## config.mk

```make
export PLATFORM = sky130hd
export DESIGN_NAME = serial_word_collector_flat
export DESIGN_NICKNAME = d
export VERILOG_FILES = /design/src/rtl/serial_word_collector_pkg.sv /design/src/rtl/serial_word_collector_if.sv /design/src/rtl/serial_word_collector_bit_shift_cell.sv /design/src/rtl/serial_word_collector.sv /design/src/flat_wrapper.sv
export SDC_FILE = /design/constraint.sdc
export NUM_CORES = 1
export LEC_CHECK = 0
export ABC_AREA = 1
export BUFFER_PORTS_ARGS = -buffer_cell sky130_fd_sc_hd__buf_2
export CORE_UTILIZATION = 41
export CTS_CLUSTER_DIAMETER = 150
export DETAILED_ROUTE_END_ITERATION = 6
export PLACE_DENSITY_LB_ADDON = 0.25
export SYNTH_ARGS = -nofsm -noshare
export SYNTH_HDL_FRONTEND = slang
export SYNTH_HIERARCHICAL = 1
export SYNTH_SLANG_ARGS = --single-unit
```

## constraint.sdc

```tcl
create_clock -name clk -period 1.5 [get_ports clk]
set_clock_uncertainty 0.15 [all_clocks]
set_input_delay 0.225 -clock clk [delete_from_list [all_inputs] [get_ports clk]]
set_output_delay 0.225 -clock clk [all_outputs]
set_load 0.05 [all_outputs]
```

## src/rtl/serial_word_collector_pkg.sv

```systemverilog
`default_nettype none
// ============================================================================
//  Module      : serial_pkg
//  Description : Types and helpers shared by the serial word collector files.
//                - out_state_t : output-stage state (EMPTY / FULL).
//                - clog2w()    : width of the bit counter for a given WIDTH.
//  Revision    : 1.0 - initial release
// ============================================================================
package serial_pkg;

    typedef enum logic [0:0] {
        EMPTY = 1'b0,
        FULL  = 1'b1
    } out_state_t;

    // A 1-bit counter is still needed for WIDTH=2, and a zero-width vector must
    // never be produced, so small widths are clamped to 1.
    function automatic int clog2w(input int width);
        return (width <= 2) ? 1 : $clog2(width);
    endfunction

endpackage
`default_nettype wire

```

## src/rtl/serial_word_collector_if.sv

```systemverilog
`default_nettype none
// ============================================================================
//  Module      : serial_word_collector_if
//  Description : Serial-in / word-out bus of the serial word collector.
//                master : serial source and word consumer (drives sin, sin_en,
//                         word_ready, clr_ovr)
//                slave  : the collector (drives word_out, word_valid,
//                         bit_cnt, overrun)
//  Revision    : 1.0 - initial release
// ============================================================================
interface serial_word_collector_if #(
    parameter int WIDTH = 8
);
    import serial_pkg::*;

    localparam int c_CNT_W = clog2w(WIDTH);

    logic               sin;
    logic               sin_en;
    logic               word_ready;
    logic               clr_ovr;
    logic [WIDTH-1:0]   word_out;
    logic               word_valid;
    logic [c_CNT_W-1:0] bit_cnt;
    logic               overrun;

    modport master (
        output sin, sin_en, word_ready, clr_ovr,
        input  word_out, word_valid, bit_cnt, overrun
    );

    modport slave (
        input  sin, sin_en, word_ready, clr_ovr,
        output word_out, word_valid, bit_cnt, overrun
    );

endinterface
`default_nettype wire

```

## src/rtl/serial_word_collector_bit_shift_cell.sv

```systemverilog
`default_nettype none
// ============================================================================
//  Module      : bit_shift_cell
//  Description : One stage of the collector shift register: a 1-bit rising-
//                edge register with load enable and asynchronous active-high
//                reset.
//  Ports       : clk  - clock
//                rst  - asynchronous active-high reset (clears o_q)
//                i_en - load enable
//                i_d  - data in
//                o_q  - registered data out
//  Revision    : 1.0 - initial release
// ============================================================================
module bit_shift_cell (
    input  wire logic clk,
    input  wire logic rst,
    input  wire logic i_en,
    input  wire logic i_d,
    output logic      o_q
);

    logic r_q;

    always_ff @(posedge clk or posedge rst) begin
        if (rst) begin
            r_q <= 1'b0;
        end else if (i_en) begin
            r_q <= i_d;
        end
    end

    assign o_q = r_q;

endmodule
`default_nettype wire

```

## src/rtl/serial_word_collector.sv

```systemverilog
`default_nettype none
// ============================================================================
//  Module      : serial_word_collector
//  Description : Assembles a registered serial bit stream into WIDTH-bit words
//                and presents them through a one-word valid/ready holding
//                register. Collection never stalls; a completed word that
//                cannot be stored is dropped and flagged by sticky overrun.
//  Ports       : clk  - clock, rising edge
//                rst  - asynchronous active-high reset
//                bus  - slave side of serial_word_collector_if:
//                       sin/sin_en    serial bit and its qualifier
//                       word_out      assembled word (stable while valid)
//                       word_valid    word_out holds an unconsumed word
//                       word_ready    consumer accepts word_out
//                       bit_cnt       bits collected toward current word
//                       overrun       sticky dropped-word flag
//                       clr_ovr       synchronous clear of overrun
//  Revision    : 1.0 - initial release
// ============================================================================
module serial_word_collector
    import serial_pkg::*;
#(
    parameter int WIDTH     = 8,
    parameter bit MSB_FIRST = 1'b1
) (
    input  wire logic               clk,
    input  wire logic               rst,
    serial_word_collector_if.slave  bus
);

    localparam int c_CNT_W = clog2w(WIDTH);
    localparam logic [c_CNT_W-1:0] c_LAST_CNT = c_CNT_W'(WIDTH - 1);

    logic               w_sin;
    logic [WIDTH-1:0]   w_shift_q;
    logic [WIDTH-1:0]   w_shift_d;
    logic               w_complete;
    logic               w_ovr_set;

    logic [c_CNT_W-1:0] r_bit_cnt;
    out_state_t         r_state;
    logic [WIDTH-1:0]   r_word_out;
    logic               r_word_valid;
    logic               r_overrun;

    // Only a definite 1 counts as 1; X or Z on the serial input becomes 0.
    assign w_sin = (bus.sin === 1'b1);

    // Next shift-register value. On the completing bit this is also the full
    // word, so the output stage loads it directly.
    generate
        if (MSB_FIRST) begin : g_msb_first
            assign w_shift_d = {w_shift_q[WIDTH-2:0], w_sin};
        end else begin : g_lsb_first
            assign w_shift_d = {w_sin, w_shift_q[WIDTH-1:1]};
        end
    endgenerate

    generate
        for (genvar gi = 0; gi < WIDTH; gi++) begin : g_shift_cell
            bit_shift_cell u_cell (
                .clk  (clk),
                .rst  (rst),
                .i_en (bus.sin_en),
                .i_d  (w_shift_d[gi]),
                .o_q  (w_shift_q[gi])
            );
        end
    endgenerate

    assign w_complete = bus.sin_en && (r_bit_cnt == c_LAST_CNT);

    // A word is dropped only when the holding register is occupied and the
    // consumer is not taking it on the same edge.
    assign w_ovr_set  = (r_state == FULL) && w_complete && !bus.word_ready;

    always_ff @(posedge clk or posedge rst) begin
        if (rst) begin
            r_bit_cnt <= '0;
        end else if (bus.sin_en) begin
            r_bit_cnt <= (r_bit_cnt == c_LAST_CNT) ? '0 : r_bit_cnt + c_CNT_W'(1);
        end
    end

    always_ff @(posedge clk or posedge rst) begin
        if (rst) begin
            r_state      <= EMPTY;
            r_word_out   <= '0;
            r_word_valid <= 1'b0;
            r_overrun    <= 1'b0;
        end else begin
            case (r_state)
                EMPTY: begin
                    if (w_complete) begin
                        r_state      <= FULL;
                        r_word_out   <= w_shift_d;
                        r_word_valid <= 1'b1;
                    end
                end
                FULL: begin
                    if (w_complete) begin
                        // Accepted-and-reloaded: stay FULL with the new word.
                        if (bus.word_ready) begin
                            r_word_out <= w_shift_d;
                        end
                    end else if (bus.word_ready) begin
                        r_state      <= EMPTY;
                        r_word_valid <= 1'b0;
                    end
                end
                default: begin
                    r_state      <= EMPTY;
                    r_word_valid <= 1'b0;
                end
            endcase

            // Set has priority over a same-cycle clear.
            r_overrun <= w_ovr_set | (r_overrun & ~bus.clr_ovr);
        end
    end

    assign bus.word_out   = r_word_out;
    assign bus.word_valid = r_word_valid;
    assign bus.bit_cnt    = r_bit_cnt;
    assign bus.overrun    = r_overrun;

endmodule
`default_nettype wire

```

## src/flat_wrapper.sv

```systemverilog
// flat-port wrapper written by rule: the top's interface ports become plain ports
module serial_word_collector_flat import serial_pkg::*;
#(
    parameter int WIDTH     = 8,
    parameter bit MSB_FIRST = 1'b1
)
  (clk, rst, bus_sin, bus_sin_en, bus_word_ready, bus_clr_ovr, bus_word_out, bus_word_valid, bus_bit_cnt, bus_overrun);
  serial_word_collector_if #(.WIDTH(WIDTH)) bus_i ();
  input  wire logic clk;
  input  wire logic rst;
  input wire logic [$bits(bus_i.sin)-1:0] bus_sin;
  input wire logic [$bits(bus_i.sin_en)-1:0] bus_sin_en;
  input wire logic [$bits(bus_i.word_ready)-1:0] bus_word_ready;
  input wire logic [$bits(bus_i.clr_ovr)-1:0] bus_clr_ovr;
  output wire logic [$bits(bus_i.word_out)-1:0] bus_word_out;
  output wire logic [$bits(bus_i.word_valid)-1:0] bus_word_valid;
  output wire logic [$bits(bus_i.bit_cnt)-1:0] bus_bit_cnt;
  output wire logic [$bits(bus_i.overrun)-1:0] bus_overrun;
  assign bus_i.sin = bus_sin;
  assign bus_i.sin_en = bus_sin_en;
  assign bus_i.word_ready = bus_word_ready;
  assign bus_i.clr_ovr = bus_clr_ovr;
  assign bus_word_out = bus_i.word_out;
  assign bus_word_valid = bus_i.word_valid;
  assign bus_bit_cnt = bus_i.bit_cnt;
  assign bus_overrun = bus_i.overrun;
  serial_word_collector #(.WIDTH(WIDTH), .MSB_FIRST(MSB_FIRST)) u_core (.clk(clk), .rst(rst), .bus(bus_i));
endmodule
```

Word-level counts from Yosys, hierarchy flattened
Cells that the tools add are included.

cells by class
  muxes and demuxes = 13
  eq/ne operators = 6
  reduce and logical (&&, ||, !) cells = 6
  add/sub/neg operators = 1
  bitwise operators = 4

operator list
  cell                                                                      number
  8-bit 2-to-1 mux                                                          3
  8-bit case mux with 2 select lines                                        1
  1-bit 2-to-1 mux                                                          6
  3-bit AND reduction                                                       2
  2-bit by 1-bit inequality test with 1-bit output (second input constant)  2
  2-bit inequality test (second input constant)                             2
  1-bit case mux with 2 select lines                                        2
  3-bit by 1-bit adder with 3-bit output (second input constant)            1
  3-bit == test (second input constant)                                     1
  1-bit logical AND                                                         3
  3-bit 2-to-1 mux                                                          1
  1-bit NOT                                                                 2
  1-bit AND                                                                 1
  1-bit case equality test (second input constant)                          1
  1-bit zero test                                                           1
  1-bit bitwise OR                                                          1

storage, ports and cells
  input bits = 6
  output and inout port bits = 13
  logic and storage cells = 42
  bits in registers = 21

Logic depth before layout (Yosys ltp)
  word-level depth = 5
  gate-level depth with buffers = 8
  depth with buffers taken out = 8

Modules after synthesis
Netlist, hierarchy kept.

modules (own cells, without submodules)
  module                 sequential area each (sq um)  area each (sq um)  instances  cells each
  serial_word_collector  350.3                         646.9              1          69
  bit_shift_cell         25.0                          43.8               7          6

Worst setup path before layout
OpenSTA, ideal clock, no wires.

  path type = register to register
  from = register u_core.r_bit_cnt[0], in the netlist u_core/bus.bit_cnt[0]
  to = register u_core.r_word_out[0], in the netlist u_core/bus.word_out[0]
  setup slack = -475 ps
  stages on the path, launching flop included = 9
  arrival time = 1,706 ps
  required time = 1,231 ps
  library setup time = 119 ps
  buffers on the path = 0
  clock period less this slack = 1,975 ps
  cell sequence = dfrtp_1 ha_1 ha_1 nand2_1 ha_1 nor2_8 nand2_4 nand2_1 nand2_1

between the ends
  cells in the longest elaborated chain, start to end = 4
  elaborated cells between the ends (all ways) = 5
  classes of those cells = 3 x eq/ne; 2 x reduce/logical

RTL lines
  element                                                     line                          RTL
  start, declared                                             serial_word_collector.sv:40   logic [c_CNT_W-1:0] r_bit_cnt;
  start signal, assigned                                      serial_word_collector.sv:81   r_bit_cnt <= (r_bit_cnt == c_LAST_CNT) ? '0 : r_bit_cnt + c_CNT_W'(1);
  3-bit == test (*)                                           serial_word_collector.sv:71   assign w_complete = bus.sin_en && (r_bit_cnt == c_LAST_CNT);
  1-bit logical AND (*)                                       serial_word_collector.sv:71
  2-bit by 1-bit inequality test with 1-bit output (no line)  -
  3-bit AND reduction (no line) (*)                           -
  end signal, assigned                                        serial_word_collector.sv:96   r_word_out <= w_shift_d;
  end signal, assigned                                        serial_word_collector.sv:104  r_word_out <= w_shift_d;
  end, declared                                               serial_word_collector.sv:42   logic [WIDTH-1:0] r_word_out;

Mark *: on every way between the ends. The rest lies on a longest branch, timed or not.
A chain may end at the register's enable or synchronous reset.

Final worst setup path
  from = register u_core.r_bit_cnt[1], in the netlist u_core/bus.bit_cnt[1]
  to = register u_core.r_word_out[1], in the netlist u_core/bus.word_out[1]

The elaborated chain is that of the path after synthesis.

==> results.json <==
{
  "outcome": "finished with violations",
  "violations": "negative setup slack",
  "min_period_over_period_pct": 103,
  "clk-insertion-delay-late_ps": 300,
  "ios": 19,
  "io_buffers": 18,
  "cts_buffers": 3,
  "wl_mm": 1.87,
  "grt_use_met2_pct": 29.3,
  "grt_remaining_overflow": 0,
  "clockRootBuffer": "clkbuf_4",
  "busiest_layer": "met2",
  "core-area_mm2": 0.00221,
  "start_kind": "register",
  "setup_viol": 8,
  "timing.fmax_mhz": 648,
  "drt_iter0_drc": 15,
  "areaGrowthSynthToFinish_pct": 32.8,
  "cellPowerDensity_mw_per_mm2": 1890,
  "rsz0062_at_grt": "true",
  "drive_above_1_share_pct": 29.2,
  "crit_fanout": 8,
  "placed_area_mm2": 0.00118,
  "slew_headroom_pct": 83.0,
  "worst_slew_pin_slew_ps": 257,
  "antenna_found_initial": 0,
  "post-route-worst-setup-slack_ps": -42.6,
  "hold_violations": 0,
  "syn_inst": 111,
  "dp.cells": 163,
  "routabilityCongestion": 0.764,
  "drc": 0,
  "die_area_mm2": 0.00252,
  "instances_no_fill": 172,
  "slew_violations": 0,
  "grt_pass1_wl_mm": 3.41,
  "grt_max_degree": 21,
  "wl_per_cell_um": 10.9,
  "postRouteAntennaNets": 0,
  "synth_cell_types": 9,
  "hpwl_mm": 1.38,
  "die_y_um": 50.2,
  "setup-tns-final_ps": -288,
  "synth_area_um2": 953,
  "required_ps": 1560,
  "fill_cells": 212,
  "clockBufferDepth": 2,
  "initial_core_util_pct": 43.1,
  "clkSinkCount": 21,
  "diodes": 0,
  "rows": 17,
  "place_ws_ps": -47.6,
  "die_w_um": 50.2,
  "mostFrequentLayoutCells": "nand2_1 (45), inv_1 (22), dfrtp_1 (18), buf_2 (17)",
  "ys_seq_elements": 21,
  "grt_util_met1_pct": 24.3,
  "vias": 758,
  "drtPass1Iterations": 2,
  "vdd_drop_max_mv": 0.958,
  "grt_pass1_vias": 771,
  "cp_data_arrival_time_ps": 1600,
  "hold_path_class": "input port to register",
  "fin_area_mm2": 0.00127,
  "synth_area_per_cell_um2": 8.59,
  "post-route-min-period_ps": 1540,
  "drv_cap": 0,
  "cts_tree": "done",
  "worst-setup-path-type": "register to register",
  "path_clk_slew_ps": 120,
  "leakagePower_uw": 0.000752,
  "ys_seq_area_share_pct": 55.1,
  "mostFrequentLayoutCell": "nand2_1",
  "worstSetupEndpointType": "register",
  "grt_util_all_layers_pct": 18.4,
  "h-tree-depth": 1,
  "finalNetCount": 156,
  "synth_fp_nets": 122,
  "use_met3_pct": 3.64,
  "vias_per_cell": 4.41,
  "ys_warn_count": 6
}
-- area by class of cell --
cell class,instances,area [um2],area share [%]
Clock buffer,3,22.5,1.78
Clock inverter,1,5.00,0.395
Inverter,22,82.6,6.52
Multi-Input combinational cell,69,417,32.9
Sequential cell,21,529,41.8
Tap cell,28,35.0,2.77
Timing Repair Buffer,28,175,13.8
-- kinds of logic after synthesis --
kind of cell	share of synthesized area [%]
simple gates	27.6
compound gates	2.10
fa+ha+maj	6.56
flops	55.1
buf+inv	8.66
-- where the power goes --
part	leakage (uW)	total [uW]	internal, uW	switching (uW)
combinational	0.000469	1240	375	869
clock	0.0000177	272	99.2	173
sequential	0.000265	877	749	127
-- per-layer routing --
metal	vias up	wire length (um)
met5	-	0
li1	396	-
met4	0	14
met1	351	918
met2	9	893
met3	2	41
-- sequential cells by signal, indices dropped and copies added, names as in the netlist --
signal                          count
u_core/bus.word_out                 8
u_core/r_state                      1
u_core/g_shift_cell.u_cell/o_q      7
u_core/bus.overrun                  1
u_core/bus.word_valid               1
u_core/bus.bit_cnt                  3
-- cell usage after synthesis --
master	number	share of area, %
nor2_8	1	2.1
nand3_1	8	4.2
dfrtp_1	21	55
nand2_4	2	2.4
nand2_1	47	19
inv_1	22	8.7
nor2_1	1	0.39
o21ai_0	4	2.1
ha_1	5	6.6
-- stage by stage --
step	total power, uW	hold WS, ps	utilization [%]
after floorplan	1780	-196	-
after global placement	2070	-21.3	53.6
after detailed placement	2090	-13.2	53.6
after CTS	2390	19.5	57.0
after global routing	2560	32.8	57.2
final	2390	24.6	57.2
-- critical path, cell delays in order (launching register included) --
cell     delay, ps
dfrtp_2        410
ha_4           140
ha_4           120
nand2_4         70
ha_4           190
nor2_8         150
nand2_4         90
nand2_1         80
nand2_1         40
-- final timing paths --
path / depth (start not counted) / from / slack, ps / end
min reg2reg: 2 / u_core/bus.word_out[0] / 330 / u_core/bus.word_out[0]
min in group asynchronous: 3 / rst / 210 / u_core/g_shift_cell[0].u_cell/o_q
max reg2reg: 8 / u_core/bus.bit_cnt[1] / -40 / u_core/bus.word_out[1]
min: 4 / bus_word_ready / 20 / u_core/bus.word_valid
max in group asynchronous: 4 / rst / 550 / u_core/bus.word_valid
max: 8 / u_core/bus.bit_cnt[1] / -40 / u_core/bus.word_out[1]
-- what timing repair did --
item | CTS | global route
buffers inserted | 1 | 0
hold buffers | 3 | 0
setup endpoints to repair | 8 | 11
gates cloned | 1 | 0
pin swaps | 4 | 3
hold endpoints to repair | 23 | 0
gates resized for setup | 0 | 4
No activity file was read; power rests on OpenSTA's default activity.
